$ cat src/rtl/cmd_initiator_if.sv
// cmd_initiator_if: command, payload, response and UART byte signals
// between a controller and the cmd_initiator block.
interface cmd_initiator_if;
   logic         txd_busy;
   logic         txd_start;
   logic [7:0]   txd_data;
   logic [7:0]   rxd_data;
   logic         rxd_data_ready;
   logic         cmd_valid;
   logic         cmd_ready;
   logic [1:0]   cmd_op;
   logic [127:0] cmd_hash;
   logic [15:0]  cmd_num_bytes;
   logic [7:0]   src_data;
   logic         src_valid;
   logic         src_ready;
   logic         rsp_valid;
   logic         rsp_ack;
   logic         rsp_timeout;
   logic [15:0]  rsp_byte_pos;
   logic [7:0]   rsp_char;
   logic         rsp_char_valid;

   modport master (
      output txd_busy, rxd_data, rxd_data_ready,
      output cmd_valid, cmd_op, cmd_hash, cmd_num_bytes,
      output src_data, src_valid,
      input  txd_start, txd_data, cmd_ready, src_ready,
      input  rsp_valid, rsp_ack, rsp_timeout,
      input  rsp_byte_pos, rsp_char, rsp_char_valid
   );

   modport slave (
      input  txd_busy, rxd_data, rxd_data_ready,
      input  cmd_valid, cmd_op, cmd_hash, cmd_num_bytes,
      input  src_data, src_valid,
      output txd_start, txd_data, cmd_ready, src_ready,
      output rsp_valid, rsp_ack, rsp_timeout,
      output rsp_byte_pos, rsp_char, rsp_char_valid
   );
endinterface

$ cat src/rtl/cmd_initiator.sv
// cmd_initiator: serialises SET/PROC/RET commands to a UART and parses replies.
// Define CMD_INITIATOR_TIMEOUT_EN to enable the per-reply-byte timeout.
module cmd_initiator #(
   parameter int MATCH_LEN      = 19,
   parameter int TIMEOUT_CYCLES = 9_600_000
) (
   input  logic           clk_96mhz,
   input  logic           reset,
   cmd_initiator_if.slave bus
);
   typedef enum logic [3:0] {
      IDLE, SEND_OP, SEND_HASH, SEND_LEN, SEND_DATA,
      WAIT_ACK, RX_POS, RX_CHARS, DONE
   } state_t;

   localparam logic [1:0]  OP_SET    = 2'd1;
   localparam logic [1:0]  OP_PROC   = 2'd2;
   localparam logic [15:0] LAST_CHAR = 16'(MATCH_LEN - 1);

   if (MATCH_LEN < 1 || MATCH_LEN > 65536) begin : g_bad_match_len
      $error("MATCH_LEN out of range");
   end
   if (TIMEOUT_CYCLES < 1 || TIMEOUT_CYCLES > 16777216) begin : g_bad_tmo
      $error("TIMEOUT_CYCLES out of range");
   end

   state_t         state, state_d;
   logic [1:0]     op_q;
   logic [127:0]   hash_q;
   logic [15:0]    num_q;
   logic [15:0]    cnt;
   logic           holdoff;
   logic           can_tx;
   logic           tx_go;
   logic [7:0]     tx_byte;
   logic           rx_v_q;
   logic [7:0]     rx_d_q;
   logic           txd_start_q;
   logic [7:0]     txd_data_q;
   logic           rsp_ack_q;
   logic [15:0]    pos_q;
   logic [7:0]     char_q;
   logic           char_v_q;
   logic           accept;
   logic           src_ready;
   logic           src_fire;
   logic           rx_wait;
   logic           tmo_hit;

   assign can_tx        = ~bus.txd_busy & ~holdoff;
   assign bus.cmd_ready = (state == IDLE) & ~reset;
   assign accept        = bus.cmd_valid & bus.cmd_ready;
   assign src_ready     = (state == SEND_DATA) & can_tx &
                          (cnt != num_q) & ~reset;
   assign src_fire      = src_ready & bus.src_valid;
   assign rx_wait       = (state == WAIT_ACK) | (state == RX_POS) |
                          (state == RX_CHARS);

`ifdef CMD_INITIATOR_TIMEOUT_EN
   localparam logic [23:0] TMO_LAST = 24'(TIMEOUT_CYCLES - 1);
   logic [23:0] tmo_cnt;
   logic        rsp_tmo_q;

   // reload on entry to a reply state and on every accepted byte
   always_ff @(posedge clk_96mhz) begin
      if (reset || !rx_wait || rx_v_q) tmo_cnt <= '0;
      else                             tmo_cnt <= tmo_cnt + 24'd1;
   end

   assign tmo_hit = rx_wait & ~rx_v_q & (tmo_cnt == TMO_LAST);

   // timeout flag lives until the next command is taken
   always_ff @(posedge clk_96mhz) begin
      if (reset)        rsp_tmo_q <= 1'b0;
      else if (accept)  rsp_tmo_q <= 1'b0;
      else if (tmo_hit) rsp_tmo_q <= 1'b1;
   end

   assign bus.rsp_timeout = rsp_tmo_q;
`else
   assign tmo_hit         = 1'b0;
   assign bus.rsp_timeout = 1'b0;
`endif

   // state register
   always_ff @(posedge clk_96mhz) begin
      if (reset) state <= IDLE;
      else       state <= state_d;
   end

   // next state and the byte to launch this cycle
   always_comb begin
      state_d = state;
      tx_go   = 1'b0;
      tx_byte = 8'h00;
      unique case (state)
         IDLE: begin
            if (accept)
               state_d = (bus.cmd_op == 2'd0) ? DONE : SEND_OP;
         end
         SEND_OP: begin
            if (can_tx) begin
               tx_go   = 1'b1;
               tx_byte = {6'd0, op_q};
               if (op_q == OP_SET)       state_d = SEND_HASH;
               else if (op_q == OP_PROC) state_d = SEND_LEN;
               else                      state_d = RX_POS;
            end
         end
         SEND_HASH: begin
            if (can_tx) begin
               tx_go   = 1'b1;
               tx_byte = hash_q[127:120];
               if (cnt == 16'd15) state_d = WAIT_ACK;
            end
         end
         SEND_LEN: begin
            if (can_tx) begin
               tx_go   = 1'b1;
               tx_byte = (cnt == 16'd0) ? num_q[15:8] : num_q[7:0];
               if (cnt == 16'd1)
                  state_d = (num_q == 16'd0) ? WAIT_ACK : SEND_DATA;
            end
         end
         SEND_DATA: begin
            if (src_fire) begin
               tx_go   = 1'b1;
               tx_byte = bus.src_data;
               if (cnt == num_q - 16'd1) state_d = WAIT_ACK;
            end
         end
         WAIT_ACK: begin
            if (rx_v_q || tmo_hit) state_d = DONE;
         end
         RX_POS: begin
            if (rx_v_q && cnt == 16'd1) state_d = RX_CHARS;
            else if (tmo_hit)           state_d = DONE;
         end
         RX_CHARS: begin
            if (rx_v_q && cnt == LAST_CHAR) state_d = DONE;
            else if (tmo_hit)               state_d = DONE;
         end
         DONE:    state_d = IDLE;
         default: state_d = IDLE;
      endcase
   end

   // per-state byte counter, cleared on every state change
   always_ff @(posedge clk_96mhz) begin
      if (reset || state_d != state) cnt <= '0;
      else if (tx_go || (rx_wait && rx_v_q)) cnt <= cnt + 16'd1;
   end

   // tx launch register, rx capture, command latch and response fields
   always_ff @(posedge clk_96mhz) begin
      if (reset) begin
         txd_start_q <= 1'b0;
         txd_data_q  <= 8'h00;
         holdoff     <= 1'b0;
         rx_v_q      <= 1'b0;
         rx_d_q      <= 8'h00;
         op_q        <= 2'd0;
         hash_q      <= '0;
         num_q       <= '0;
         rsp_ack_q   <= 1'b0;
         pos_q       <= '0;
         char_q      <= 8'h00;
         char_v_q    <= 1'b0;
      end else begin
         txd_start_q <= tx_go;
         holdoff     <= tx_go;
         if (tx_go) txd_data_q <= tx_byte;
         rx_v_q   <= bus.rxd_data_ready;
         rx_d_q   <= bus.rxd_data;
         char_v_q <= 1'b0;
         if (accept) begin
            op_q      <= bus.cmd_op;
            hash_q    <= bus.cmd_hash;
            num_q     <= bus.cmd_num_bytes;
            rsp_ack_q <= 1'b0;
            pos_q     <= '0;
            char_q    <= 8'h00;
         end
         if (tx_go && state == SEND_HASH)
            hash_q <= {hash_q[119:0], 8'h00};
         if (rx_v_q && state == WAIT_ACK)
            rsp_ack_q <= (rx_d_q == 8'h01);
         if (rx_v_q && state == RX_POS)
            pos_q <= {pos_q[7:0], rx_d_q};
         if (rx_v_q && state == RX_CHARS) begin
            char_q   <= rx_d_q;
            char_v_q <= 1'b1;
            if (cnt == LAST_CHAR) rsp_ack_q <= 1'b1;
         end
         if (tmo_hit) rsp_ack_q <= 1'b0;
      end
   end

   assign bus.txd_start      = txd_start_q;
   assign bus.txd_data       = txd_data_q;
   assign bus.src_ready      = src_ready;
   assign bus.rsp_valid      = (state == DONE);
   assign bus.rsp_ack        = rsp_ack_q;
   assign bus.rsp_byte_pos   = pos_q;
   assign bus.rsp_char       = char_q;
   assign bus.rsp_char_valid = char_v_q;
endmodule

$ cat src/flat_wrapper.sv
// flat-port wrapper written by rule: the top's interface ports become plain ports
module cmd_initiator_flat 
#(
   parameter int MATCH_LEN      = 19,
   parameter int TIMEOUT_CYCLES = 9_600_000
)
  (clk_96mhz, reset, bus_txd_busy, bus_rxd_data, bus_rxd_data_ready, bus_cmd_valid, bus_cmd_op, bus_cmd_hash, bus_cmd_num_bytes, bus_src_data, bus_src_valid, bus_txd_start, bus_txd_data, bus_cmd_ready, bus_src_ready, bus_rsp_valid, bus_rsp_ack, bus_rsp_timeout, bus_rsp_byte_pos, bus_rsp_char, bus_rsp_char_valid);
  cmd_initiator_if bus_i ();
  input  logic clk_96mhz;
  input  logic reset;
  input wire logic [$bits(bus_i.txd_busy)-1:0] bus_txd_busy;
  input wire logic [$bits(bus_i.rxd_data)-1:0] bus_rxd_data;
  input wire logic [$bits(bus_i.rxd_data_ready)-1:0] bus_rxd_data_ready;
  input wire logic [$bits(bus_i.cmd_valid)-1:0] bus_cmd_valid;
  input wire logic [$bits(bus_i.cmd_op)-1:0] bus_cmd_op;
  input wire logic [$bits(bus_i.cmd_hash)-1:0] bus_cmd_hash;
  input wire logic [$bits(bus_i.cmd_num_bytes)-1:0] bus_cmd_num_bytes;
  input wire logic [$bits(bus_i.src_data)-1:0] bus_src_data;
  input wire logic [$bits(bus_i.src_valid)-1:0] bus_src_valid;
  output wire logic [$bits(bus_i.txd_start)-1:0] bus_txd_start;
  output wire logic [$bits(bus_i.txd_data)-1:0] bus_txd_data;
  output wire logic [$bits(bus_i.cmd_ready)-1:0] bus_cmd_ready;
  output wire logic [$bits(bus_i.src_ready)-1:0] bus_src_ready;
  output wire logic [$bits(bus_i.rsp_valid)-1:0] bus_rsp_valid;
  output wire logic [$bits(bus_i.rsp_ack)-1:0] bus_rsp_ack;
  output wire logic [$bits(bus_i.rsp_timeout)-1:0] bus_rsp_timeout;
  output wire logic [$bits(bus_i.rsp_byte_pos)-1:0] bus_rsp_byte_pos;
  output wire logic [$bits(bus_i.rsp_char)-1:0] bus_rsp_char;
  output wire logic [$bits(bus_i.rsp_char_valid)-1:0] bus_rsp_char_valid;
  assign bus_i.txd_busy = bus_txd_busy;
  assign bus_i.rxd_data = bus_rxd_data;
  assign bus_i.rxd_data_ready = bus_rxd_data_ready;
  assign bus_i.cmd_valid = bus_cmd_valid;
  assign bus_i.cmd_op = bus_cmd_op;
  assign bus_i.cmd_hash = bus_cmd_hash;
  assign bus_i.cmd_num_bytes = bus_cmd_num_bytes;
  assign bus_i.src_data = bus_src_data;
  assign bus_i.src_valid = bus_src_valid;
  assign bus_txd_start = bus_i.txd_start;
  assign bus_txd_data = bus_i.txd_data;
  assign bus_cmd_ready = bus_i.cmd_ready;
  assign bus_src_ready = bus_i.src_ready;
  assign bus_rsp_valid = bus_i.rsp_valid;
  assign bus_rsp_ack = bus_i.rsp_ack;
  assign bus_rsp_timeout = bus_i.rsp_timeout;
  assign bus_rsp_byte_pos = bus_i.rsp_byte_pos;
  assign bus_rsp_char = bus_i.rsp_char;
  assign bus_rsp_char_valid = bus_i.rsp_char_valid;
  cmd_initiator #(.MATCH_LEN(MATCH_LEN), .TIMEOUT_CYCLES(TIMEOUT_CYCLES)) u_core (.clk_96mhz(clk_96mhz), .reset(reset), .bus(bus_i));
endmodule
$ cat config.mk
export PLATFORM = sky130hd
export DESIGN_NAME = cmd_initiator_flat
export DESIGN_NICKNAME = d
export VERILOG_FILES = /design/src/rtl/cmd_initiator_if.sv /design/src/rtl/cmd_initiator.sv /design/src/flat_wrapper.sv
export SDC_FILE = /design/constraint.sdc
export NUM_CORES = 1
export LEC_CHECK = 0
export CAP_MARGIN = 10
export CORE_ASPECT_RATIO = 0.9
export CORE_MARGIN = 1
export CORE_UTILIZATION = 44
export CTS_CLUSTER_SIZE = 25
export DETAILED_ROUTE_END_ITERATION = 10
export DONT_BUFFER_PORTS = 1
export HOLD_SLACK_MARGIN = 0.15
export PLACE_DENSITY = 0.62
export SKIP_CTS_REPAIR_TIMING = 1
export SKIP_LAST_GASP = 1
export SYNTH_ARGS = -nofsm -noshare
export SYNTH_HDL_FRONTEND = slang
export SYNTH_SLANG_ARGS = --single-unit
$ cat constraint.sdc
create_clock -name clk_96mhz -period 4 [get_ports clk_96mhz]
set_clock_uncertainty 0.15 [all_clocks]
set_input_delay 1 -clock clk_96mhz [delete_from_list [all_inputs] [get_ports clk_96mhz]]
set_output_delay 1 -clock clk_96mhz [all_outputs]
set_load 0.005 [all_outputs]
### After elaboration in Yosys (flattened, before gate mapping)

Cells that the tools add are included.

| operators by class | value |
|---|---|
| $add $sub $neg | 2 |
| eq/ne operators | 17 |
| mux-type cells | 36 |
| bitwise logic cells | 12 |
| reduce and logical (&&, ||, !) cells | 18 |

Operator list:

| cell | number |
|---|---|
| 128-bit two-way mux | 2 |
| 4-bit two-way mux | 13 |
| 8-bit two-way mux | 6 |
| 16-bit logical NOT | 2 |
| 16-bit two-way mux | 2 |
| 4-bit one-hot mux with 8 select lines | 1 |
| 8-bit one-hot mux with 4 select lines | 1 |
| 16-bit by 1-bit adder with 16-bit output, second input constant | 1 |
| 16-bit by 1-bit == test with 1-bit output, second input constant | 1 |
| 16-bit == test | 1 |
| 16-bit by 4-bit == test with 1-bit output, second input constant | 1 |
| 16-bit by 5-bit == test with 1-bit output, second input constant | 1 |
| 4-bit by 3-bit == test with 1-bit output, second input constant | 4 |
| 16-bit != test | 1 |
| 16-bit by 1-bit subtractor with 16-bit output, second input constant | 1 |
| 4-bit by 2-bit == test with 1-bit output, second input constant | 2 |
| 8-bit by 1-bit == test with 1-bit output, second input constant | 1 |
| 1-bit two-way mux | 8 |
| 1-bit bitwise AND | 7 |
| 1-bit logical AND | 7 |
| 2-bit nonzero test | 3 |
| 4-bit by 1-bit == test with 1-bit output, second input constant | 1 |
| 4-bit == test, second input constant | 1 |
| 4-bit logical NOT | 1 |
| 12 further kinds | 16 |

| storage, ports and cells | value |
|---|---|
| bits in registers | 210 |
| output and inout port bits | 39 |

### Depth between registers and ports, before layout

| depth | value |
|---|---|
| depth in word-level cells | 10 |
| depth in mapped cells | 11 |
| depth with buffers taken out | 9 |

### Worst setup path after synthesis

OpenSTA, ideal clock, no wires.

| path | value |
|---|---|
| path type | register to register |
| from | register u_core.num_q[0] |
| to | register u_core.cnt[0] |
| data arrival time | 2.617 ns |
| path slack | 1.095 ns |
| stages on the path, launching flop included | 12 |
| path buffers | 2 |
| path through | dfxtp_1 -> inv_1 -> ha_1 -> buf_2 -> nor4b_2 -> nand3_1 -> nor2_1 -> mux2_2 -> or4b_1 -> o21ai_2 -> buf_2 -> a211oi_1 |

| on the way | value |
|---|---|
| cells in the longest elaborated chain, start to end | 8 |

RTL lines:

| what | line | source |
|---|---|---|
| from (decl) | cmd_initiator.sv:30 | `logic [15:0] num_q;` |
| from (signal assigned) | cmd_initiator.sv:179 | `num_q <= bus.cmd_num_bytes;` |
| parallel branches: the longest is 8 deep, another holds 16-bit by 1-bit subtractor with 16-bit output | -- |  |
| to (signal assigned) | cmd_initiator.sv:151 | `else if (tx_go \|\| (rx_wait && rx_v_q)) cnt <= cnt + 16'd1;` |
| to (decl) | cmd_initiator.sv:31 | `logic [15:0] cnt;` |

Several ways; the timed one is not identified.
A chain may end at the register's enable or synchronous reset.

### Worst setup path after layout

| path | value |
|---|---|
| from | register u_core.cnt[2] |
| to | output bus_src_ready |

| on the way | value |
|---|---|
| cells in the longest elaborated chain, start to end | 3 |

RTL lines:

| what | line | source |
|---|---|---|
| 16-bit != test | cmd_initiator.sv:54 | `(cnt != num_q) & ~reset;` |
| 1-bit bitwise AND | cmd_initiator.sv:53 | `assign src_ready = (state == SEND_DATA) & can_tx &` |
| 1-bit bitwise AND | cmd_initiator.sv:54 |  |
| to (decl) | flat_wrapper.sv:23 | `output wire logic [$bits(bus_i.src_ready)-1:0] bus_src_ready;` |

Every way passes these cells.

==> results.cfg <==
[layout]
area_growth_syn_to_layout_pct = 9.07
drive_gt1_share_pct = 5.71
fill_cells = 2143
postLayoutCellArea_mm2 = 0.0107
design.final.nets = 1350
fin_util_pct = 49.1
stdcell_count = 1482
antennaDiodeCount = 0

[timing]
achievable-frequency_ghz = 0.304
finalWorstSetupSlack_ps = 711
worst_hold_slack_ps = 309
final.period_utilization_pct = 82.2
timing_max_transition_violations_final = 0
maxSlewHeadroom_pct = 37.7
timing.final.hold_violations = 0
timing_worst_slew_pin_value_ps = 930
finalWorstPathRequiredPeriod_ps = 3290
final.setup.tns_ps = 0
finalSetupViolations = 0
setup_repair_after_global_routing_missed_its_margin = false

[die]
die-area_mm2 = 0.0229
die_h_um = 144
top_level_ports = 207
floorplan.initialDensity_pct = 45.0
placementRows = 51
floorplan.core_area_mm2 = 0.0218
fp.dieW_um = 159

[clock_network]
tritoncts = built
cts.path.max_buffers = 3
clock-root-buffer = sky130_fd_sc_hd__clkbuf_16
clock_transition_time_at_the_flip_flop_clock_pins_of_the_worst_setup_and_hold_paths_ps = 60
cts_buffers = 24
tritoncts_num_sinks = 210
cts-htree-levels = 1
clkLatencyLatePin_ps = 500

[status]
run_status = complete, no violations

[pwr]
power_mw = 4.87
leakage_nw = 3.79
pwr-share-clk_pct = 43.8
comb_power_share_pct = 9.3
internal_power_mw = 3.66
p_per_area_mw_per_mm2 = 456
seqPwrFrac_pct = 47.0
power.share.switching_pct = 24.8
switching_power_mw = 1.21
worst_ir_drop_vdd_uv = 326

[synth]
seq_area_frac_synth_pct = 42.9
yosysWarnings = 0
cell_count_after_synthesis = 1239
synth-edff-count = 0
postSynth.asyncResetShare_pct = 0
number_of_unique_standard_cell_types_used_by_synthesis = 62
synthesis_stage_register_bit_count = 210
synth_nets = 1413
avgSynthCellArea_um2 = 7.91
cell_area_after_technology_mapping_mm2 = 0.00980
yosys_most_used_dff = sky130_fd_sc_hd__dfxtp_1

[setup_path]
slowest_stage = sky130_fd_sc_hd__or4_4
crit_buf_inv = 0
crit_path_max_incr_delay_ps = 570
path_delay_family = simple AND/OR/NAND/NOR gates
crit_path_cell_trace = xnor2_1 -> nand4_1 -> or4_4 -> o21a_1
criticalPathCategory = reg -> out
timing.critical_path.fanout_max = 11
worst_setup_path_start_kind = flop
cp.required_ps = 2850
endpoint_type_of_the_worst_setup_path = primary output
critPathArrivalTime_ps = 2140
setup.reg_to_reg.worst_slack_ps = 750

[job]
max_cap_violations = 0

[drt]
detail_route.first_pass.iterations = 7
vias = 8712
routed_wirelength_um = 28000
first_iter_violations = 844
drc = 0
avgViaCountPerCell = 5.88
postRouteAntennaNets = 0
wl_per_cell_um = 18.9

[grt]
grt_first_pass_wirelength_um = 43900
gr_usage_total_pct = 23.6
first_global_vias = 8072
overflow = 0
grt_antenna_before_repair = 0
grt_max_degree = 182

[placement]
place.gp.congestion = 0.949
detailed_place.area_mm2 = 0.00992
dp_hpwl_um = 19200
pre_cts_setup_slack_ps = 792
port_buffers = 0
dp.cells = 1441

[worst_hold_path]
worst_hold_path_type = reg -> reg
==> path summary, 6_finish.rpt <==
| path | startpoint | depth (start not counted) | end |
|---|---|---|---|
| max | u_core.cnt[2] | 4 | bus_src_ready |
| min | u_core.hash_q[124] | 2 | u_core.bus.txd_data[4] |
| max reg2reg | u_core.cnt[2] | 7 | u_core.cnt[10] |
| min reg2reg | u_core.hash_q[124] | 2 | u_core.bus.txd_data[4] |
==> sequential cells by signal (all words and copies together) (netlist names) <==
| signal | flops |
|---|---|
| u_core.bus.rsp_ack | 1 |
| u_core.bus.rsp_byte_pos | 16 |
| u_core.bus.rsp_char | 8 |
| u_core.bus.rsp_char_valid | 1 |
| u_core.bus.txd_data | 8 |
| u_core.bus.txd_start | 1 |
| u_core.cnt | 16 |
| u_core.hash_q | 128 |
| u_core.num_q | 16 |
| u_core.op_q | 2 |
| u_core.rx_d_q | 8 |
| u_core.rx_v_q | 1 |
| u_core.state | 4 |
==> cells in the final DEF, fill, tap and decap left out, drive strengths merged, types with 3 or more instances in the layout <==
cell type	Yosys	final
nand4	5	5
xor2	8	8
nor4	9	9
o311ai	3	3
nor3	9	9
inv	13	13
nand2	327	327
o22ai	3	3
a21oi	42	42
a221oi	17	17
nor2	147	147
clkbuf	69	36
and3	7	7
nor2b	12	12
o21ai	20	20
xnor2	21	21
clkinv	0	4
o21a	3	3
buf	36	16
or4	13	13
o31ai	12	12
nand2b	20	20
a211oi	13	13
ha	6	6
or3	5	5
a22o	8	8
mux2i	4	4
a31oi	8	8
nand3	33	33
a311oi	123	123
and2	6	6
dfxtp	210	210
nor4b	3	3
==> worst register-to-register path: stages, from the launching register on <==
cell and delay (ps):
sky130_fd_sc_hd__dfxtp_1 560, sky130_fd_sc_hd__xnor2_1 170, sky130_fd_sc_hd__nand4_1 100, sky130_fd_sc_hd__or4_4 570
sky130_fd_sc_hd__o211a_4 350, sky130_fd_sc_hd__nor3_2 770, sky130_fd_sc_hd__o21ai_0 220, sky130_fd_sc_hd__a221oi_1 250
==> metal layers <==
layer	wire length (um)	GRT usage [%]
met2	12200	36.0
met1	13500	34.4
met5	0	0
met3	1860	4.82
met4	359	4.45
==> kinds of logic (layout without fill, tap and decap cells) <==
| family | after synthesis | count (layout) | share of synthesized area, % |
|---|---|---|---|
| mux | 5 | 5 | 0.524 |
| compound gates | 266 | 266 | 21.1 |
| xor+xnor | 29 | 29 | 2.59 |
| buf+inv | 118 | 70 | 5.22 |
| flops | 210 | 210 | 42.9 |
| simple gates | 604 | 604 | 26.9 |
| other cells | 1 | 1 | 0.0383 |
| fa+ha+maj | 6 | 6 | 0.766 |
==> final cells by class <==
| type | instances | area (um^2) | share of cell area [%] |
|---|---|---|---|
| multi-input cells | 911 | 5090 | 47.7 |
| flip-flops and latches | 210 | 4200 | 39.3 |
| clock buffers | 36 | 717 | 6.71 |
| well taps | 291 | 364 | 3.41 |
| repair buffers | 16 | 208 | 1.94 |
| clock inverters | 5 | 50.0 | 0.468 |
| inverters | 13 | 48.8 | 0.457 |
==> cells in the mapped netlist, types with 17 or more instances <==
library cell / number / area share (%)
sky130_fd_sc_hd__o21ai_0: 19 / 0.97
sky130_fd_sc_hd__a311oi_1: 123 / 11
sky130_fd_sc_hd__a221oi_1: 17 / 1.5
sky130_fd_sc_hd__nand3_1: 33 / 1.7
sky130_fd_sc_hd__buf_2: 22 / 1.1
sky130_fd_sc_hd__nand2_1: 327 / 13
sky130_fd_sc_hd__nand2b_1: 20 / 1.3
sky130_fd_sc_hd__a21oi_1: 42 / 2.1
sky130_fd_sc_hd__nor2_1: 147 / 5.6
sky130_fd_sc_hd__clkbuf_1: 69 / 2.6
sky130_fd_sc_hd__dfxtp_1: 210 / 43
sky130_fd_sc_hd__xnor2_1: 21 / 1.9
==> power groups by stage <==
| stage | Clock [mW] | Sequential [mW] | Combinational, mW |
|---|---|---|---|
| after floorplan | 0 | 2.29 | 0.389 |
| after global placement | 0 | 2.33 | 0.443 |
| after detailed placement | 0 | 2.33 | 0.448 |
| after CTS | 2.16 | 2.29 | 0.451 |
| after global routing | 2.25 | 2.30 | 0.503 |
| final | 2.13 | 2.29 | 0.452 |
No activity file was read; power rests on OpenSTA's default activity.
